### src/rtl/wb_mem_arbiter_if.sv
// wb_mem_arbiter_if: requester-side and Wishbone-side signals of the memory arbiter
interface wb_mem_arbiter_if #(
  parameter int NUM_PORTS = 2,
  parameter int BUS_WIDTH = 128
);
  logic [NUM_PORTS-1:0] valid, wr, ready, err;
  logic [32*NUM_PORTS-1:0] addr, datain, dataout;
  logic [31:0] wb_adr_o;
  logic [BUS_WIDTH-1:0] wb_dat_o, wb_dat_i;
  logic [BUS_WIDTH/8-1:0] wb_sel_o;
  logic wb_we_o, wb_stb_o, wb_cyc_o, wb_ack_i, wb_err_i, wb_rty_i;
  modport master (
    input valid, addr, datain, wr, wb_dat_i, wb_ack_i, wb_err_i, wb_rty_i,
    output dataout, ready, err, wb_adr_o, wb_dat_o, wb_we_o, wb_sel_o, wb_stb_o, wb_cyc_o
  );
  modport slave (
    output valid, addr, datain, wr, wb_dat_i, wb_ack_i, wb_err_i, wb_rty_i,
    input dataout, ready, err, wb_adr_o, wb_dat_o, wb_we_o, wb_sel_o, wb_stb_o, wb_cyc_o
  );
endinterface

### src/rtl/wb_mem_arbiter.sv
// wb_mem_arbiter: grants one of NUM_PORTS word requests onto a Wishbone classic bus with retry and timeout
module wb_mem_arbiter #(
  parameter int NUM_PORTS = 2,
  parameter int BUS_WIDTH = 128,
  parameter int RR_MODE = 1,
  parameter int MAX_RETRY = 3,
  parameter int TIMEOUT = 255
) (
  input logic clk,
  input logic rst,
  wb_mem_arbiter_if.master bus
);
  localparam int NL = BUS_WIDTH / 32;
  localparam int SW = BUS_WIDTH / 8;
  localparam int PW = NUM_PORTS > 1 ? $clog2(NUM_PORTS) : 1;
  localparam int LW = NL > 1 ? $clog2(NL) : 1;
  localparam int RW = $clog2(MAX_RETRY + 2);
  localparam int TW = $clog2(TIMEOUT + 2);
  typedef enum logic [1:0] {IDLE, BUS, RETRY, RESP} state_t;
  state_t state, nxt;
  logic [PW-1:0] port, last, win, cand;
  logic [LW-1:0] lane, wlane;
  logic [RW-1:0] rcnt;
  logic [TW-1:0] tcnt;
  logic [31:0] waddr;
  logic found, grant, done_ok, done_err, retry, tmo;
  assign waddr = bus.addr[32*win +: 32];
  assign wlane = NL > 1 ? LW'(waddr >> 2) : '0;
  assign tmo = TIMEOUT != 0 && int'(tcnt) + 1 == TIMEOUT;
  assign bus.wb_stb_o = bus.wb_cyc_o;
  // winner search: from the port after the last grant (round-robin) or from port 0 (fixed)
  always_comb begin
    win = '0;
    found = 1'b0;
    cand = '0;
    for (int k = 0; k < NUM_PORTS; k++) begin
      cand = PW'(RR_MODE != 0 ? (int'(last) + 1 + k) % NUM_PORTS : k);
      if (!found && bus.valid[cand]) begin
        found = 1'b1;
        win = cand;
      end
    end
  end
  // next state and termination decode, err beats ack beats rty beats timeout
  always_comb begin
    nxt = state;
    grant = 1'b0;
    done_ok = 1'b0;
    done_err = 1'b0;
    retry = 1'b0;
    case (state)
      IDLE: begin
        grant = found;
        nxt = found ? BUS : IDLE;
      end
      BUS: begin
        if (bus.wb_err_i) done_err = 1'b1;
        else if (bus.wb_ack_i) done_ok = 1'b1;
        else if (bus.wb_rty_i) begin
          retry = int'(rcnt) < MAX_RETRY;
          done_err = !retry;
        end else done_err = tmo;
        nxt = retry ? RETRY : (done_ok || done_err) ? RESP : BUS;
      end
      RETRY: nxt = BUS;
      default: nxt = IDLE;
    endcase
  end
  // state register
  always_ff @(posedge clk) state <= rst ? IDLE : nxt;
  // latched request, bus outputs, counters and response pulses
  always_ff @(posedge clk) begin
    if (rst) begin
      port <= '0;
      last <= PW'(NUM_PORTS - 1);
      lane <= '0;
      rcnt <= '0;
      tcnt <= '0;
      bus.ready <= '0;
      bus.err <= '0;
      bus.dataout <= '0;
      bus.wb_adr_o <= '0;
      bus.wb_dat_o <= '0;
      bus.wb_sel_o <= '0;
      bus.wb_we_o <= 1'b0;
      bus.wb_cyc_o <= 1'b0;
    end else begin
      bus.ready <= '0;
      bus.err <= '0;
      bus.wb_cyc_o <= nxt == BUS;
      tcnt <= state == BUS ? tcnt + 1'b1 : '0;
      rcnt <= grant ? '0 : retry ? rcnt + 1'b1 : rcnt;
      if (grant) begin
        port <= win;
        last <= win;
        lane <= wlane;
        bus.wb_adr_o <= waddr & ~32'(SW - 1);
        bus.wb_sel_o <= SW'(4'hF) << (4 * wlane);
        bus.wb_dat_o <= {NL{bus.datain[32*win +: 32]}};
        bus.wb_we_o <= bus.wr[win];
      end
      if (done_ok) begin
        bus.ready[port] <= 1'b1;
        if (!bus.wb_we_o) bus.dataout[32*port +: 32] <= bus.wb_dat_i[32*lane +: 32];
      end
      if (done_err) bus.err[port] <= 1'b1;
    end
  end
endmodule

### src/flat_wrapper.sv
// flat-port wrapper written by rule: the top's interface ports become plain ports
module wb_mem_arbiter_flat 
#(
  parameter int NUM_PORTS = 2,
  parameter int BUS_WIDTH = 128,
  parameter int RR_MODE = 1,
  parameter int MAX_RETRY = 3,
  parameter int TIMEOUT = 255
)
  (clk, rst, bus_valid, bus_addr, bus_datain, bus_wr, bus_wb_dat_i, bus_wb_ack_i, bus_wb_err_i, bus_wb_rty_i, bus_dataout, bus_ready, bus_err, bus_wb_adr_o, bus_wb_dat_o, bus_wb_we_o, bus_wb_sel_o, bus_wb_stb_o, bus_wb_cyc_o);
  wb_mem_arbiter_if #(.NUM_PORTS(NUM_PORTS), .BUS_WIDTH(BUS_WIDTH)) bus_i ();
  input logic clk;
  input logic rst;
  input wire logic [$bits(bus_i.valid)-1:0] bus_valid;
  input wire logic [$bits(bus_i.addr)-1:0] bus_addr;
  input wire logic [$bits(bus_i.datain)-1:0] bus_datain;
  input wire logic [$bits(bus_i.wr)-1:0] bus_wr;
  input wire logic [$bits(bus_i.wb_dat_i)-1:0] bus_wb_dat_i;
  input wire logic [$bits(bus_i.wb_ack_i)-1:0] bus_wb_ack_i;
  input wire logic [$bits(bus_i.wb_err_i)-1:0] bus_wb_err_i;
  input wire logic [$bits(bus_i.wb_rty_i)-1:0] bus_wb_rty_i;
  output wire logic [$bits(bus_i.dataout)-1:0] bus_dataout;
  output wire logic [$bits(bus_i.ready)-1:0] bus_ready;
  output wire logic [$bits(bus_i.err)-1:0] bus_err;
  output wire logic [$bits(bus_i.wb_adr_o)-1:0] bus_wb_adr_o;
  output wire logic [$bits(bus_i.wb_dat_o)-1:0] bus_wb_dat_o;
  output wire logic [$bits(bus_i.wb_we_o)-1:0] bus_wb_we_o;
  output wire logic [$bits(bus_i.wb_sel_o)-1:0] bus_wb_sel_o;
  output wire logic [$bits(bus_i.wb_stb_o)-1:0] bus_wb_stb_o;
  output wire logic [$bits(bus_i.wb_cyc_o)-1:0] bus_wb_cyc_o;
  assign bus_i.valid = bus_valid;
  assign bus_i.addr = bus_addr;
  assign bus_i.datain = bus_datain;
  assign bus_i.wr = bus_wr;
  assign bus_i.wb_dat_i = bus_wb_dat_i;
  assign bus_i.wb_ack_i = bus_wb_ack_i;
  assign bus_i.wb_err_i = bus_wb_err_i;
  assign bus_i.wb_rty_i = bus_wb_rty_i;
  assign bus_dataout = bus_i.dataout;
  assign bus_ready = bus_i.ready;
  assign bus_err = bus_i.err;
  assign bus_wb_adr_o = bus_i.wb_adr_o;
  assign bus_wb_dat_o = bus_i.wb_dat_o;
  assign bus_wb_we_o = bus_i.wb_we_o;
  assign bus_wb_sel_o = bus_i.wb_sel_o;
  assign bus_wb_stb_o = bus_i.wb_stb_o;
  assign bus_wb_cyc_o = bus_i.wb_cyc_o;
  wb_mem_arbiter #(.NUM_PORTS(NUM_PORTS), .BUS_WIDTH(BUS_WIDTH), .RR_MODE(RR_MODE), .MAX_RETRY(MAX_RETRY), .TIMEOUT(TIMEOUT)) u_core (.clk(clk), .rst(rst), .bus(bus_i));
endmodule
### config.mk
export PLATFORM = sky130hd
export DESIGN_NAME = wb_mem_arbiter_flat
export DESIGN_NICKNAME = d
export VERILOG_FILES = /design/src/rtl/wb_mem_arbiter_if.sv /design/src/rtl/wb_mem_arbiter.sv /design/src/flat_wrapper.sv
export SDC_FILE = /design/constraint.sdc
export NUM_CORES = 1
export LEC_CHECK = 0
export BUFFER_PORTS_ARGS = -buffer_cell sky130_fd_sc_hd__buf_4
export CAP_MARGIN = 25
export CORE_AREA = 2 2 198 200
export DETAILED_ROUTE_END_ITERATION = 10
export DIE_AREA = 0 0 200 202
export PLACE_DENSITY = 0.5
export SKIP_CTS_REPAIR_TIMING = 1
export SLEW_MARGIN = 25
export SYNTH_ARGS = -nofsm -noshare
export SYNTH_HDL_FRONTEND = slang
export SYNTH_SLANG_ARGS = --single-unit
### constraint.sdc
create_clock -name clk -period 5.34 [get_ports clk]
set_input_delay 0.534 -clock clk [delete_from_list [all_inputs] [get_ports clk]]
set_output_delay 0.534 -clock clk [all_outputs]
set_load 0.02 [all_outputs]
==> key figures <==
Status
  – Outcome: finished clean

Timing
  – Tmin final: 2.40 ns
  – Worst-margin pin slew: 0.890 ns
  – Final Skew: a little under 0.009 ns
  – Final Hold Fails: 0
  – Max-slew violations: 0
  – Setup repair after global routing missed its margin: no
  – Final setup margin: roughly 2.9 ns
  – Hold WS: 0.358 ns
  – Tcrit/Tclk final: between 40% and 50%
  – Finish-stage setup viols: 0
  – Setup TNS: 0 ns
  – Timing-limited maximum frequency: 417 MHz
  – Relative max-transition margin: 40.7%

Pwr
  – Leak: 5.09 nW
  – Pwr per Cell Area: 327 nW/um^2
  – Max VDD drop: between 200 and 250 uV
  – Total power: roughly 0.0038 W

Worst setup path
  – CP cell instances: nor2_1 > o21a_4 > buf_4 > nor2_1 > a211oi_1
  – Crit path buf inv count: 1
  – CP startpoint: u_core.state[0]$_SDFF_PP0_
  – RR Startpoint: u_core.state[0]$_SDFF_PP0_
  – CP max FO: 76
  – Setup CP Type: reg2reg
  – Slowest CP cell: o21a_4
  – Crit. End Element: flip-flop
  – Req. time, crit path: 5.67 ns
  – CP arrival: 2.73 ns
  – Most frequent CP cell: nor2_1
  – CP top delay family: compound AO/OA/AOI/OAI gates
  – Crit-path max cell delay: a little over 0.7 ns
  – CP Launch Type: flip-flop

Synthesis
  – Ys async rst share: 0%
  – Main synth FF type: dfxtp_1
  – Post-synth EDFFs: 0
  – FF+latch count, synth: 152
  – Cell Area, Synth: 7630 sq um
  – Yosys top cell area share: about two fifths
  – Syn. warnings: 0
  – Count leader, synth: dfxtp_1
  – Synth unique cells: 44
  – Multiplexer share of the synthesized area: 17.8%
  – Cells after synthesis: 846
  – Synthesized area per cell: 9.02 sq um
  – Combinational family with the most area after synthesis: multiplexers
  – Area contributors post-synth: dfxtp_1 40%, buf_4 11%, mux4_2 9.4%
  – Most frequent cells after synthesis: 152 x dfxtp_1, 139 x nand2_1, 113 x buf_4, 79 x nor2_1, 76 x a21oi_1
  – Post-synth top area cell: dfxtp_1
  – Simple-gate share of the synthesized area: between 10 and 15%
  – Compound-Gate Fraction of Synth Area: 13.0%
  – Adder-cell share of the synthesized area: 0.492%
  – Synth Area in XOR/XNOR: less than 1%
  – Sequential share of the synthesized area: 39.9%

Clock tree
  – Clock root buffer: clkbuf_16
  – TritonCTS buffer count: 17
  – Clock Sinks: 152
  – CTS tree: done
  – Longest Clk Path Bufs: 2
  – H-tree levels: 4
  – Worst-Skew Late Latency: 0.43 ns
  – Reg clk slew, reported paths: roughly 0.060 ns

Drt
  – Post-route ant nets: 0
  – Pre-Repair DR Iteration Count: 4
  – Remaining DRCs: 0
  – Avg WL per Cell: around 17 um
  – Vias per inst: 4.17
  – 1st-iter DRT viols: approximately 190
  – Routed WL: ~29 mm
  – Via count: 7247

Global routing
  – Largest net degree at the start of global routing: slightly below 80
  – GRT Total Usage: 13.6%
  – Initial antenna violation count: 2
  – First-pass GRT wire length: 40.8 mm
  – Vias in the first global route: between 6000 and 7000
  – Total gr overflow: 0

Worst hold path
  – Hold Path Class: in2reg
  – Worst Min Path Start: bus_wb_rty_i

Place
  – RePlAce Congestion: 0.753
  – DP Wirelength: 22.1 mm
  – Port bufs: a little over 500
  – Pre-CTS WS: approximately 3 ns
  – Dpl cells: 1706

Cells and area
  – Fillers: 4073
  – Area grow syn2layout: 53.3%
  – Final #Nets: 1475
  – Layout Cells excl Fill: around 1700
  – Diode count: 0
  – Layout cells sized above 1: 47.7%

Die
  – Total core area: 38300 sq um
  – Die Span X: 200 um
  – Row count: between 70 and 80
  – DIE HEIGHT: between 200 and 250 um
  – Initial core utilization: 19.9%
  – Die Area: about 40000 sq um
  – Io pins: 512

Flow run
  – MaxCap Viol Count: 0
-- logic make-up after synthesis --
family                   after synthesis
adder cells (fa/ha/maj)                3
AND/OR/NAND/NOR                      256
other                                  1
AO/OA/AOI/OAI                        157
buffers and inverters                177
XOR/XNOR                               4
multiplexers                          96
flip-flops                           152
-- stage by stage --
stage | util [%] | area (sq um)
2_1_floorplan | - | 7650
3_3_place_gp | 29.0 | 11100
3_5_place_dp | 29.0 | 11100
4_1_cts | 30.6 | 11700
5_1_grt | 30.6 | 11700
6_report | 30.6 | 11700
-- worst reg2reg max path, delay by kind of cell (launching register included) --
family	cells	cell delay (ns)
flops	1	0.32
buf+inv	1	0.63
compound gates	2	0.96
simple gates	2	0.38
-- registers in the layout, summed over array words and instances (netlist names) --
| register | cells |
|---|---|
| u_core.tcnt | 9 |
| u_core.bus.wb_dat_o | 32 |
| u_core.bus.wb_cyc_o | 1 |
| u_core.port | 1 |
| u_core.last | 1 |
| u_core.bus.wb_adr_o | 28 |
| u_core.bus.ready | 2 |
| u_core.bus.err | 2 |
| u_core.bus.wb_sel_o | 4 |
| u_core.bus.dataout | 64 |
| u_core.state | 2 |
| u_core.rcnt | 3 |
| u_core.lane | 2 |
| u_core.bus.wb_we_o | 1 |
-- final timing paths --
path | to | slack, ns | cells after the start
worst max register to register | u_core.bus.wb_adr_o[16]$_SDFFE_PP0P_ | 2.94 | 5
worst min register to register | u_core.bus.dataout[17]$_SDFFE_PP0P_ | 0.46 | 2
worst max-delay path | u_core.bus.wb_adr_o[16]$_SDFFE_PP0P_ | 2.94 | 5
worst min-delay path | u_core.bus.err[0]$_SDFF_PP0_ | 0.36 | 3
-- metal layers --
metal | wire, um | track usage, % | vias up
met4 | 295 | 3.25 | 4
li1 | - | - | 3556
met1 | 11000 | 15.0 | 3349
met5 | 27 | 0 | -
met3 | 2620 | 4.67 | 18
met2 | 14800 | 24.6 | 320
-- where the power goes --
| group | switching [W] | internal, W |
|---|---|---|
| logic | 0.000632 | 0.000555 |
| registers | 0.000132 | 0.00123 |
| clock network | 0.000497 | 0.000778 |
-- final cells by class --
cell class,instances,area [sq um],area share (%)
Clock buffer,23,478,4.08
Clock inverter,9,139,1.19
Inverter,5,18.8,0.160
Multi-Input combinational cell,520,3530,30.1
Sequential cell,152,3050,26.0
Tap cell,518,648,5.54
Timing Repair Buffer,511,3850,32.9
-- cell usage in the layout (no fill, tap or decap), types with 2 or more instances in the layout --
cell,count
bufinv_16,3
buf_4,510
conb_1,4
clkbuf_16,17
a21oi_1,76
nor2_1,79
mux2i_1,63
clkbuf_8,3
nand2b_1,5
o21ai_1,2
nand2_1,139
o21ai_0,3
clkinv_4,3
nor4_1,3
dfxtp_1,150
a211oi_1,62
nand3_1,4
ha_1,3
inv_1,5
inv_6,2
nand4_1,2
dfxtp_2,2
xnor2_1,3
o2111ai_1,2
clkbuf_1,3
a22oi_1,3
nor3_1,10
nor2b_1,2
or3_1,4
mux4_2,32
Note: power is estimated with default switching activity, not from simulation.
